**src/rtl/rmc_req_arbiter.sv**
```systemverilog
// Shares the RMC request FIFO among NUM_REQ requesters and routes read-return words back to their issuers.
// Build option: define RMC_ARB_FIXED_PRIO_EN for fixed lowest-index priority instead of round-robin.
module rmc_req_arbiter #(
    parameter int unsigned NUM_REQ   = 4,
    parameter int unsigned DATA_W    = 32,
    parameter int unsigned MAX_WORDS = 8,
    parameter int unsigned LEN_W     = 4,
    parameter int unsigned TAG_DEPTH = 4
) (
    input  logic                      clk,
    input  logic                      rst,
    input  logic [NUM_REQ-1:0]        req_valid,
    output logic [NUM_REQ-1:0]        req_ready,
    input  logic [NUM_REQ-1:0]        req_type,
    input  logic [NUM_REQ*DATA_W-1:0] req_addr,
    input  logic [NUM_REQ*LEN_W-1:0]  req_len,
    input  logic [NUM_REQ*DATA_W-1:0] wdata,
    input  logic [NUM_REQ-1:0]        wdata_valid,
    output logic [NUM_REQ-1:0]        wdata_ready,
    output logic [DATA_W-1:0]         req_fifo_data_in,
    output logic                      req_fifo_enq,
    input  logic                      req_fifo_wrfull,
    input  logic [DATA_W-1:0]         read_fifo_data_out,
    input  logic                      read_fifo_rdempty,
    output logic                      read_fifo_deq,
    output logic [DATA_W-1:0]         rd_data,
    output logic [NUM_REQ-1:0]        rd_valid
);

    localparam int unsigned ID_W  = (NUM_REQ > 1) ? $clog2(NUM_REQ) : 1;
    localparam int unsigned PTR_W = (TAG_DEPTH > 1) ? $clog2(TAG_DEPTH) : 1;
    localparam int unsigned CNT_W = PTR_W + 1;

    typedef enum logic [1:0] {S_IDLE, S_HDR0, S_HDR1, S_WDATA} state_t;

    state_t              state_q, state_d;
    logic [ID_W-1:0]     gnt_q, gnt_d;
    logic                type_q, type_d;
    logic [DATA_W-1:0]   addr_q, addr_d;
    logic [LEN_W-1:0]    len_q, len_d;
    logic [LEN_W-1:0]    wcnt_q, wcnt_d;

    logic [ID_W-1:0]     tag_id_q  [TAG_DEPTH];
    logic [ID_W-1:0]     tag_id_d  [TAG_DEPTH];
    logic [LEN_W-1:0]    tag_len_q [TAG_DEPTH];
    logic [LEN_W-1:0]    tag_len_d [TAG_DEPTH];
    logic [PTR_W-1:0]    tag_wr_q, tag_wr_d;
    logic [PTR_W-1:0]    tag_rd_q, tag_rd_d;
    logic [CNT_W-1:0]    tag_cnt_q, tag_cnt_d;
    logic [LEN_W-1:0]    ret_cnt_q, ret_cnt_d;

    logic                tag_full, tag_empty, tag_push, tag_pop;
    logic [LEN_W-1:0]    ret_eff;
    logic [NUM_REQ-1:0]  elig;
    logic                gnt_found;
    logic [ID_W-1:0]     gnt_idx;
    logic [LEN_W-1:0]    in_len, in_len_clamped;
    logic                deq;

    assign tag_full  = (tag_cnt_q == CNT_W'(TAG_DEPTH));
    assign tag_empty = (tag_cnt_q == '0);
    assign elig      = req_valid & (req_type | {NUM_REQ{~tag_full}});

`ifdef RMC_ARB_FIXED_PRIO_EN
    // Lowest eligible index wins
    always_comb begin
        logic [ID_W-1:0] idx;
        gnt_found = 1'b0;
        gnt_idx   = '0;
        idx       = '0;
        for (int k = int'(NUM_REQ) - 1; k >= 0; k--) begin
            idx = ID_W'(k);
            if (elig[idx]) begin
                gnt_found = 1'b1;
                gnt_idx   = idx;
            end
        end
    end
`else
    logic [ID_W-1:0] rr_q, rr_d;

    // First eligible index after rr_q; scan farthest first so the nearest overrides
    always_comb begin
        logic [ID_W-1:0] idx;
        gnt_found = 1'b0;
        gnt_idx   = '0;
        idx       = '0;
        for (int unsigned k = 0; k < NUM_REQ; k++) begin
            idx = ID_W'((32'(rr_q) + NUM_REQ - k) % NUM_REQ);
            if (elig[idx]) begin
                gnt_found = 1'b1;
                gnt_idx   = idx;
            end
        end
    end

    always_comb begin
        rr_d = rr_q;
        if (!rst && state_q == S_IDLE && gnt_found) begin
            rr_d = gnt_idx;
        end
    end

    always_ff @(posedge clk) begin
        if (rst) begin
            rr_q <= ID_W'(NUM_REQ - 1);
        end else begin
            rr_q <= rr_d;
        end
    end
`endif

    assign in_len         = req_len[gnt_idx*LEN_W +: LEN_W];
    assign in_len_clamped = (32'(in_len) > MAX_WORDS) ? LEN_W'(MAX_WORDS) : in_len;

    // Request serializer: grant, two header words, then write data
    always_comb begin
        state_d          = state_q;
        gnt_d            = gnt_q;
        type_d           = type_q;
        addr_d           = addr_q;
        len_d            = len_q;
        wcnt_d           = wcnt_q;
        req_ready        = '0;
        wdata_ready      = '0;
        req_fifo_enq     = 1'b0;
        req_fifo_data_in = '0;
        tag_push         = 1'b0;

        case (state_q)
            S_IDLE: begin
                if (gnt_found) begin
                    req_ready[gnt_idx] = 1'b1;
                    gnt_d  = gnt_idx;
                    type_d = req_type[gnt_idx];
                    addr_d = req_addr[gnt_idx*DATA_W +: DATA_W];
                    len_d  = in_len_clamped;
                    if (in_len != '0) begin
                        state_d = S_HDR0;
                    end
                end
            end
            S_HDR0: begin
                req_fifo_enq            = !req_fifo_wrfull;
                req_fifo_data_in[0]     = type_q;
                req_fifo_data_in[LEN_W:1] = len_q;
                if (req_fifo_enq) begin
                    state_d = S_HDR1;
                end
            end
            S_HDR1: begin
                req_fifo_enq     = !req_fifo_wrfull;
                req_fifo_data_in = addr_q;
                if (req_fifo_enq) begin
                    if (type_q) begin
                        state_d = S_WDATA;
                        wcnt_d  = len_q;
                    end else begin
                        tag_push = 1'b1;
                        state_d  = S_IDLE;
                    end
                end
            end
            S_WDATA: begin
                req_fifo_enq         = wdata_valid[gnt_q] & !req_fifo_wrfull;
                wdata_ready[gnt_q]   = req_fifo_enq;
                req_fifo_data_in     = wdata[gnt_q*DATA_W +: DATA_W];
                if (req_fifo_enq) begin
                    wcnt_d = wcnt_q - LEN_W'(1);
                    if (wcnt_q == LEN_W'(1)) begin
                        state_d = S_IDLE;
                    end
                end
            end
            default: state_d = S_IDLE;
        endcase

        if (rst) begin
            req_ready        = '0;
            wdata_ready      = '0;
            req_fifo_enq     = 1'b0;
            req_fifo_data_in = '0;
            tag_push         = 1'b0;
        end
    end

    // Read return: head tag steers dequeued words to their requester
    assign deq     = !rst && !read_fifo_rdempty && !tag_empty;
    assign ret_eff = (ret_cnt_q == '0) ? tag_len_q[tag_rd_q] : ret_cnt_q;
    assign tag_pop = deq && (ret_eff == LEN_W'(1));

    always_comb begin
        read_fifo_deq = deq;
        rd_data       = deq ? read_fifo_data_out : '0;
        rd_valid      = '0;
        if (deq) begin
            rd_valid[tag_id_q[tag_rd_q]] = 1'b1;
        end
    end

    always_comb begin
        tag_id_d  = tag_id_q;
        tag_len_d = tag_len_q;
        tag_wr_d  = tag_wr_q;
        tag_rd_d  = tag_rd_q;
        tag_cnt_d = tag_cnt_q;
        ret_cnt_d = deq ? (ret_eff - LEN_W'(1)) : ret_cnt_q;
        if (tag_push) begin
            tag_id_d[tag_wr_q]  = gnt_q;
            tag_len_d[tag_wr_q] = len_q;
            tag_wr_d = (tag_wr_q == PTR_W'(TAG_DEPTH - 1)) ? '0 : tag_wr_q + PTR_W'(1);
        end
        if (tag_pop) begin
            tag_rd_d = (tag_rd_q == PTR_W'(TAG_DEPTH - 1)) ? '0 : tag_rd_q + PTR_W'(1);
        end
        case ({tag_push, tag_pop})
            2'b10:   tag_cnt_d = tag_cnt_q + CNT_W'(1);
            2'b01:   tag_cnt_d = tag_cnt_q - CNT_W'(1);
            default: tag_cnt_d = tag_cnt_q;
        endcase
    end

    always_ff @(posedge clk) begin
        if (rst) begin
            state_q   <= S_IDLE;
            gnt_q     <= '0;
            type_q    <= 1'b0;
            addr_q    <= '0;
            len_q     <= '0;
            wcnt_q    <= '0;
            tag_wr_q  <= '0;
            tag_rd_q  <= '0;
            tag_cnt_q <= '0;
            ret_cnt_q <= '0;
            for (int i = 0; i < int'(TAG_DEPTH); i++) begin
                tag_id_q[i]  <= '0;
                tag_len_q[i] <= '0;
            end
        end else begin
            state_q   <= state_d;
            gnt_q     <= gnt_d;
            type_q    <= type_d;
            addr_q    <= addr_d;
            len_q     <= len_d;
            wcnt_q    <= wcnt_d;
            tag_wr_q  <= tag_wr_d;
            tag_rd_q  <= tag_rd_d;
            tag_cnt_q <= tag_cnt_d;
            ret_cnt_q <= ret_cnt_d;
            tag_id_q  <= tag_id_d;
            tag_len_q <= tag_len_d;
        end
    end

endmodule

```
**config.mk**
```make
export PLATFORM = sky130hd
export DESIGN_NAME = rmc_req_arbiter
export DESIGN_NICKNAME = d
export VERILOG_FILES = /design/src/rtl/rmc_req_arbiter.sv
export SDC_FILE = /design/constraint.sdc
export NUM_CORES = 1
export LEC_CHECK = 0
export ABC_AREA = 1
export CORE_AREA = 8 8 149 151
export CTS_CLUSTER_DIAMETER = 150
export DETAILED_ROUTE_END_ITERATION = 16
export DIE_AREA = 0 0 157 159
export PLACE_DENSITY = 0.71
export SYNTH_ARGS = -nofsm -noshare
export SYNTH_HDL_FRONTEND = slang
export SYNTH_SLANG_ARGS = --single-unit
export TNS_END_PERCENT = 100
```
**constraint.sdc**
```tcl
create_clock -name clk -period 4 [get_ports clk]
set_input_delay 0.6 -clock clk [delete_from_list [all_inputs] [get_ports clk]]
set_output_delay 0.6 -clock clk [all_outputs]
set_load 0.01 [all_outputs]
```
==> results of run 1 <==
-- area by class of cell --
cell class,count,area (um^2),share of cell area (%)
clock inverters,7,51.30,0.4774
multi-input cells,726,3908,36.36
repair buffers,419,4146,38.59
inverters,116,435.4,4.052
well taps,270,337.8,3.144
flip-flops and latches,82,1642,15.28
clock buffers,9,225.2,2.096
-- stage by stage --
step           power (mW)  area [um^2]  hold slack, ps  worst slack (ps)  utilization, %
2_1_floorplan       3.494         6266           441.7              1315               -
3_3_place_gp        4.629        10470           454.4             572.1           52.76
3_5_place_dp        4.683        10470           464.7             502.9           52.76
4_1_cts             5.479        10750           474.1             380.9           54.15
5_1_grt             5.931        10750           485.2             93.47           54.15
6_report            5.486        10750           469.3             370.9           54.15
-- worst register-to-register path, cell delays in order, from the launching register on --
cell	delay, ps
dfxtp_1	520
inv_2	150
nand3_1	120
nand2_1	100
nand2_1	110
nand2_2	90
nand2_4	90
nand3_4	120
nand2_4	160
buf_4	560
nand2_1	150
nand3_1	120
nand2_1	70
nor2_1	120
nand3_2	110
nand3_2	80
nand2_1	60
nand2_1	80
nor2_1	60
-- worst paths after layout --
path                              from                        end  cells after the start
max              gnt_q[0]$_SDFFE_PP0P_             wdata_ready[3]                     10
min          tag_len_q[4]$_SDFFE_PP0P_  tag_len_q[4]$_SDFFE_PP0P_                      2
max reg2reg       rr_q[0]$_SDFFE_PP1P_    state_q[0]$_SDFFE_PP0P_                     18
min reg2reg  tag_len_q[4]$_SDFFE_PP0P_  tag_len_q[4]$_SDFFE_PP0P_                      2
-- power by group through the flow --
stage	Sequential [mW]	Combinational (mW)	Clock, mW
after floorplan	1.09	2.40	0
after global placement	1.16	3.47	0
after detailed placement	1.16	3.52	0
after CTS	1.15	3.53	0.798
after global routing	1.17	3.94	0.830
final	1.15	3.56	0.783
-- routing by layer --
layer  vias up  GRT usage, %  wire length (um)
li1       4102             -                 -
met3        30         9.745              3454
met4         0         4.851               561
met5         -             0                 0
met2       380         43.04             15630
met1      3862         30.29             13430
-- cell families after synthesis --
group / count (synthesis) / synth area share, %
AND/OR/NAND/NOR: 375 / 25.30
AO/OA/AOI/OAI: 333 / 33.01
buffers and inverters: 186 / 11.78
flip-flops: 82 / 26.20
adder cells (fa/ha/maj): 16 / 3.315
XOR/XNOR: 2 / 0.3995
-- cells in the mapped netlist (5+ instances only) --
| cell type | instances | area share (%) |
|---|---|---|
| inv_1 | 107 | 6.4 |
| inv_2 | 7 | 0.42 |
| a22o_1 | 32 | 4.5 |
| nand3_1 | 30 | 2.4 |
| nand2_2 | 7 | 0.70 |
| nand2_1 | 172 | 10 |
| ha_1 | 15 | 3.0 |
| o31ai_1 | 11 | 1.3 |
| buf_1 | 5 | 0.30 |
| buf_2 | 20 | 1.6 |
| o21ai_0 | 94 | 7.5 |
| a221oi_1 | 5 | 0.70 |
| a21oi_1 | 62 | 5.0 |
| dfxtp_1 | 82 | 26 |
| a22oi_1 | 68 | 8.1 |
| nor3_1 | 7 | 0.56 |
| nor2_1 | 136 | 8.1 |
| clkbuf_1 | 42 | 2.5 |
| o21ai_1 | 19 | 1.5 |
| o22ai_1 | 34 | 3.4 |
-- state kept, by name (all words and copies together), names as in the netlist, 3 cells and up --
signal / cells
len_q: 4
tag_len_q: 16
tag_id_q: 8
ret_cnt_q: 4
tag_cnt_q: 3
wcnt_q: 4
addr_q: 32
==> impl_metrics.toml, run 1 <==
[floorplan]
fp.dieArea_mm2 = 0.02496
start_util_pct = 31.58
core.rowCount = 52
pin_count = 398
die_h_um = 159
chipWidth_um = 157
core_mm2 = 0.01984

[placement]
portBuffers = 397
place_congestion = 0.8919
dp_hpwl_um = 27080
dp_cells = 1613

[yosys]
synth_seq_cells = 82
synth_edf_count = 0
synth-seq-area-share_pct = 26.20
synthesis.instances = 994
syn_area_mm2 = 0.006266
async_flop_share_pct = 0
synth_nets = 1330
synth_ff_type = "dfxtp_1"
yosysWarnings = 0
synth.distinct_cells = 43
postSynthAreaPerCell_um2 = 6.304

[sta]
final_hold_viol_count = 0
fin_setup_tns_ps = 0
slew_viol_final = 0
clock_skew_ps = 9.024
final.min_clock_period_ps = 3629
setup_viol_count_final = 0
max_freq_mhz = 275.6
relSlewSlack_pct = 47.19
min_period_over_period_pct = 90.73
tightest_slew_ps = 789.2
rsz0062_at_grt = "no"

[power]
switching_power_mw = 2.688
power_leakage_nw = 4.222
switching_share_pct = 48.99
power_density_mw_per_mm2 = 510.5
power_frac_comb_pct = 64.8
power_frac_seq_pct = 20.9
intPower_mw = 2.798
peakVddDrop_v = 0.0003413
clockPowerShare_pct = 14.3

[cts]
cts_hold_buffers = 0
cts.path.max_buffers = 2
numCtsBuffers = 9
cts_tree = "yes"
cts_setup_buffers = 0
h-tree-depth = 3
clk_pin_slew_ps = 70
cts_resized = 0
cts_root_buf = "clkbuf_16"
clkLatencyLatePin_ps = 340
cts_sinks = 82

[layout]
drive_gt1_share_pct = 5.372
fin_cells = 1629
nFillCells = 1947
final_common_cell = "clkdlybuf4s50_1"
area_delta_synth_final_pct = 71.49
final_cell_mix = "396 x clkdlybuf4s50_1, 172 x nand2_1, 133 x nor2_1"
diodes = 0
nets = 1690

[route]
wl_um = 33080
drt_pass1_iterations = 5
vias = 8374
post_drt_wl_per_cell_um = 20.31
drc = 0
antenna_left = 0
drt-initial-drc-count = 575
vias_per_cell = 5.141

[grt]
grt_pass1_vias = 8431
grt_max_degree = 71
antenna_found_initial = 0
grt_usage_pct = 25.54
grt_overflow = 0
grt_first_pass_wirelength_um = 49490

[worst_setup_path]
cp_top_family = "buffers and inverters"
critPathKind = "flip-flop to primary output"
cp_cell_sequence = "inv_2, nor2_2, buf_4, a22oi_1, nand2_1, nand2_1, nor2_1, nand2_1, nor2_1, clkdlybuf4s50_1"
crit_required_ps = 3400
critPathSlowestCell = "clkdlybuf4s50_1"
crit_path_start_kind = "flip-flop"
cp.arrival_ps = 3030
r2r_slack_ps = 1030
path_buf_inv = 3
endpoint_kind = "primary output"
worstPathMaxFanout = 26
critPathMaxStageDelay_ps = 630
path_common_cell = "nand2_1"

[hold_path]
hold_class = "flip-flop to flip-flop"

[flow_run]
maxCapViolCount = 0

[status]
outcome = "finished clean"
Power figures use the tool's default switching activity.
==> run 2, diff against run 1 <==
--- a/config.mk
+++ b/config.mk
@@ -5,11 +5,10 @@
 export SDC_FILE = /design/constraint.sdc
 export NUM_CORES = 1
 export LEC_CHECK = 0
-export ABC_AREA = 1
-export CORE_AREA = 8 8 149 151
+export CORE_AREA = 8 8 150 152
 export CTS_CLUSTER_DIAMETER = 150
 export DETAILED_ROUTE_END_ITERATION = 16
-export DIE_AREA = 0 0 157 159
+export DIE_AREA = 0 0 158 160
 export PLACE_DENSITY = 0.71
 export SYNTH_ARGS = -nofsm -noshare
 export SYNTH_HDL_FRONTEND = slang
==> run 2 against run 1 <==
- fmax is 4.3% lower
- core utilization is 0.17 points higher
- flip-flop and latch count stayed put
- highest routed layer is now met5
==> impl_metrics.toml, run 2 <==
[yosys]
synthTopCellsByArea = "dfxtp_1 26%, mux4_2 14%, nand2_1 11%"
postSynthAreaPerCell_um2 = 7.468
synth_ff_type = "dfxtp_1"
synth.distinct_cells = 60
synth_top_area_cell = "dfxtp_1"
syn_area_mm2 = 0.006430
yosysWarnings = 0
async_flop_share_pct = 0
synth_seq_cells = 82
synth-seq-area-share_pct = 25.53
synthesis.instances = 861
synth_common_cells = "194 x nand2_1, 101 x nand3_1, 82 x dfxtp_1"
netlist.area_leader.share_pct = 25.53
synth_most_common_cell = "nand2_1"
synth_edf_count = 0
synth_nets = 1197

[route]
vias = 7628
drc = 0
post_drt_wl_per_cell_um = 19.07
antenna_left = 0
drt-initial-drc-count = 530
drt_pass1_iterations = 8
wl_um = 28410
vias_per_cell = 5.119

[floorplan]
chipWidth_um = 158
fp.dieArea_mm2 = 0.02528
start_util_pct = 32.09
core_mm2 = 0.02004
core.rowCount = 52
pin_count = 398
die_h_um = 160

[worst_setup_path]
critPathKind = "input port to primary output"
worstPathMaxFanout = 7
cp.arrival_ps = 3190
crit_required_ps = 3400
crit_path_start_kind = "input port"
endpoint_kind = "primary output"

[sta]
max_freq_mhz = 263.8
clock_skew_ps = 8.094
setup_viol_count_final = 0
slew_viol_final = 0
tightest_slew_ps = 1067
min_period_over_period_pct = 94.75
relSlewSlack_pct = 28.73
fin_setup_tns_ps = 0
rsz0062_at_grt = "no"
final.min_clock_period_ps = 3790
final_hold_viol_count = 0

[cts]
cts.path.max_buffers = 2
h-tree-depth = 3
numCtsBuffers = 9
clkLatencyLatePin_ps = 350
cts_hold_buffers = 0
cts_resized = 0
clk_pin_slew_ps = 60
cts_tree = "yes"
cts_setup_buffers = 0
cts_sinks = 82
cts_root_buf = "clkbuf_16"

[power]
power_density_mw_per_mm2 = 406.5
peakVddDrop_v = 0.0002718
power_leakage_nw = 3.987

[grt]
antenna_found_initial = 2
grt_pass1_vias = 7783
grt_usage_pct = 21.97
grt_first_pass_wirelength_um = 43330
grt_overflow = 0
grt_max_degree = 68

[layout]
diodes = 0
area_delta_synth_final_pct = 69.27
final_area_mm2 = 0.01088
largest_reg_flops = 32
nFillCells = 1975
top_regs = "addr_q (32), tag_len_q (16), tag_id_q (8)"
final_common_cell = "clkdlybuf4s50_1"
drive_gt1_share_pct = 7.705
nets = 1551
final_cell_mix = "396 x clkdlybuf4s50_1, 192 x nand2_1, 101 x nand3_1"
top_register = "addr_q"

[placement]
place_area_mm2 = 0.01060
dp_hpwl_um = 23090
portBuffers = 397
place_congestion = 0.8712

[hold_path]
hold_class = "flip-flop to flip-flop"

[status]
outcome = "finished clean"

[flow_run]
maxCapViolCount = 0
==> run 2: cell count changes after synthesis, sizes merged, moves of 11 or more <==
cell    before  now
o22ai       34    1
nor2       141   61
nand3       33  101
and2         0   36
inv        114   23
nand2      182  194
a22oi       68   30
a22o        32    0
o21ai      114   30
clkbuf      42   58
mux4         0   39
nand3b       4   24
o31ai       11    0
buf         28   14
==> run 2: path summary, 6_finish.rpt <==
kind	start	end	slack, ps	depth (start not counted)
worst max-delay path	req_type[3]	req_ready[2]	210	7
worst min-delay path	addr_q[31]$_SDFFE_PP0P_	addr_q[31]$_SDFFE_PP0P_	460	2
worst max register to register	tag_rd_q[1]$_SDFFE_PP0P_	tag_cnt_q[2]$_SDFFE_PP0P_	830	11
worst min register to register	addr_q[31]$_SDFFE_PP0P_	addr_q[31]$_SDFFE_PP0P_	460	2
==> run 2: per-layer routing <==
metal,GRT usage [%],vias up,routed length [um]
met5,0,-,27
met4,5.789,4,556
met3,8.826,41,2960
met2,39.15,297,14680
met1,23.51,3525,10180
li1,-,3761,-
==> run 2: report_power, final <==
part | internal (mW) | total (mW) | leakage [nW] | switching, mW
Clock | 0.428 | 0.786 | 0.134 | 0.357
Combinational | 1.12 | 2.43 | 3.18 | 1.31
Sequential | 1.01 | 1.20 | 0.670 | 0.197
==> run 2: layout make-up <==
type                    instances  area (um^2)  area share, %
multi-input cells             683         4413          40.54
repair buffers                415         4119          37.84
flip-flops and latches         82         1644          15.11
well taps                     270        337.8          3.104
clock buffers                  10        229.0          2.104
inverters                      24        90.09         0.8277
clock inverters                 6        51.30         0.4713
==> run 2: cells by family after synthesis <==
logic type | count (synthesis) | share of synthesized area (%)
simple gates | 458 | 33.59
compound gates | 165 | 17.16
buf+inv | 96 | 6.090
flops | 82 | 25.53
mux | 41 | 13.99
fa+ha+maj | 16 | 3.230
xor+xnor | 3 | 0.4087
==> run 2: metrics by stage <==
stage	instances	util, %	hold slack, ps	setup WS, ps	total power [mW]
floorplan	861	-	436.0	859.7	2.757
global placement	1474	52.92	444.8	256.4	3.640
detailed placement	1474	52.92	448.2	214.2	3.670
CTS	1490	54.31	458.7	220.2	4.475
global route	1490	54.31	480.2	110.8	4.783
finish	1490	54.31	456.7	209.8	4.425
==> run 2: worst max-delay path, cell delays in order <==
cell and delay (ps):
clkdlybuf4s50_1 440, or4b_1 630, a22oi_1 250, o31a_1 250, nand2_1 150, nor4_1 280
clkdlybuf4s50_1 580
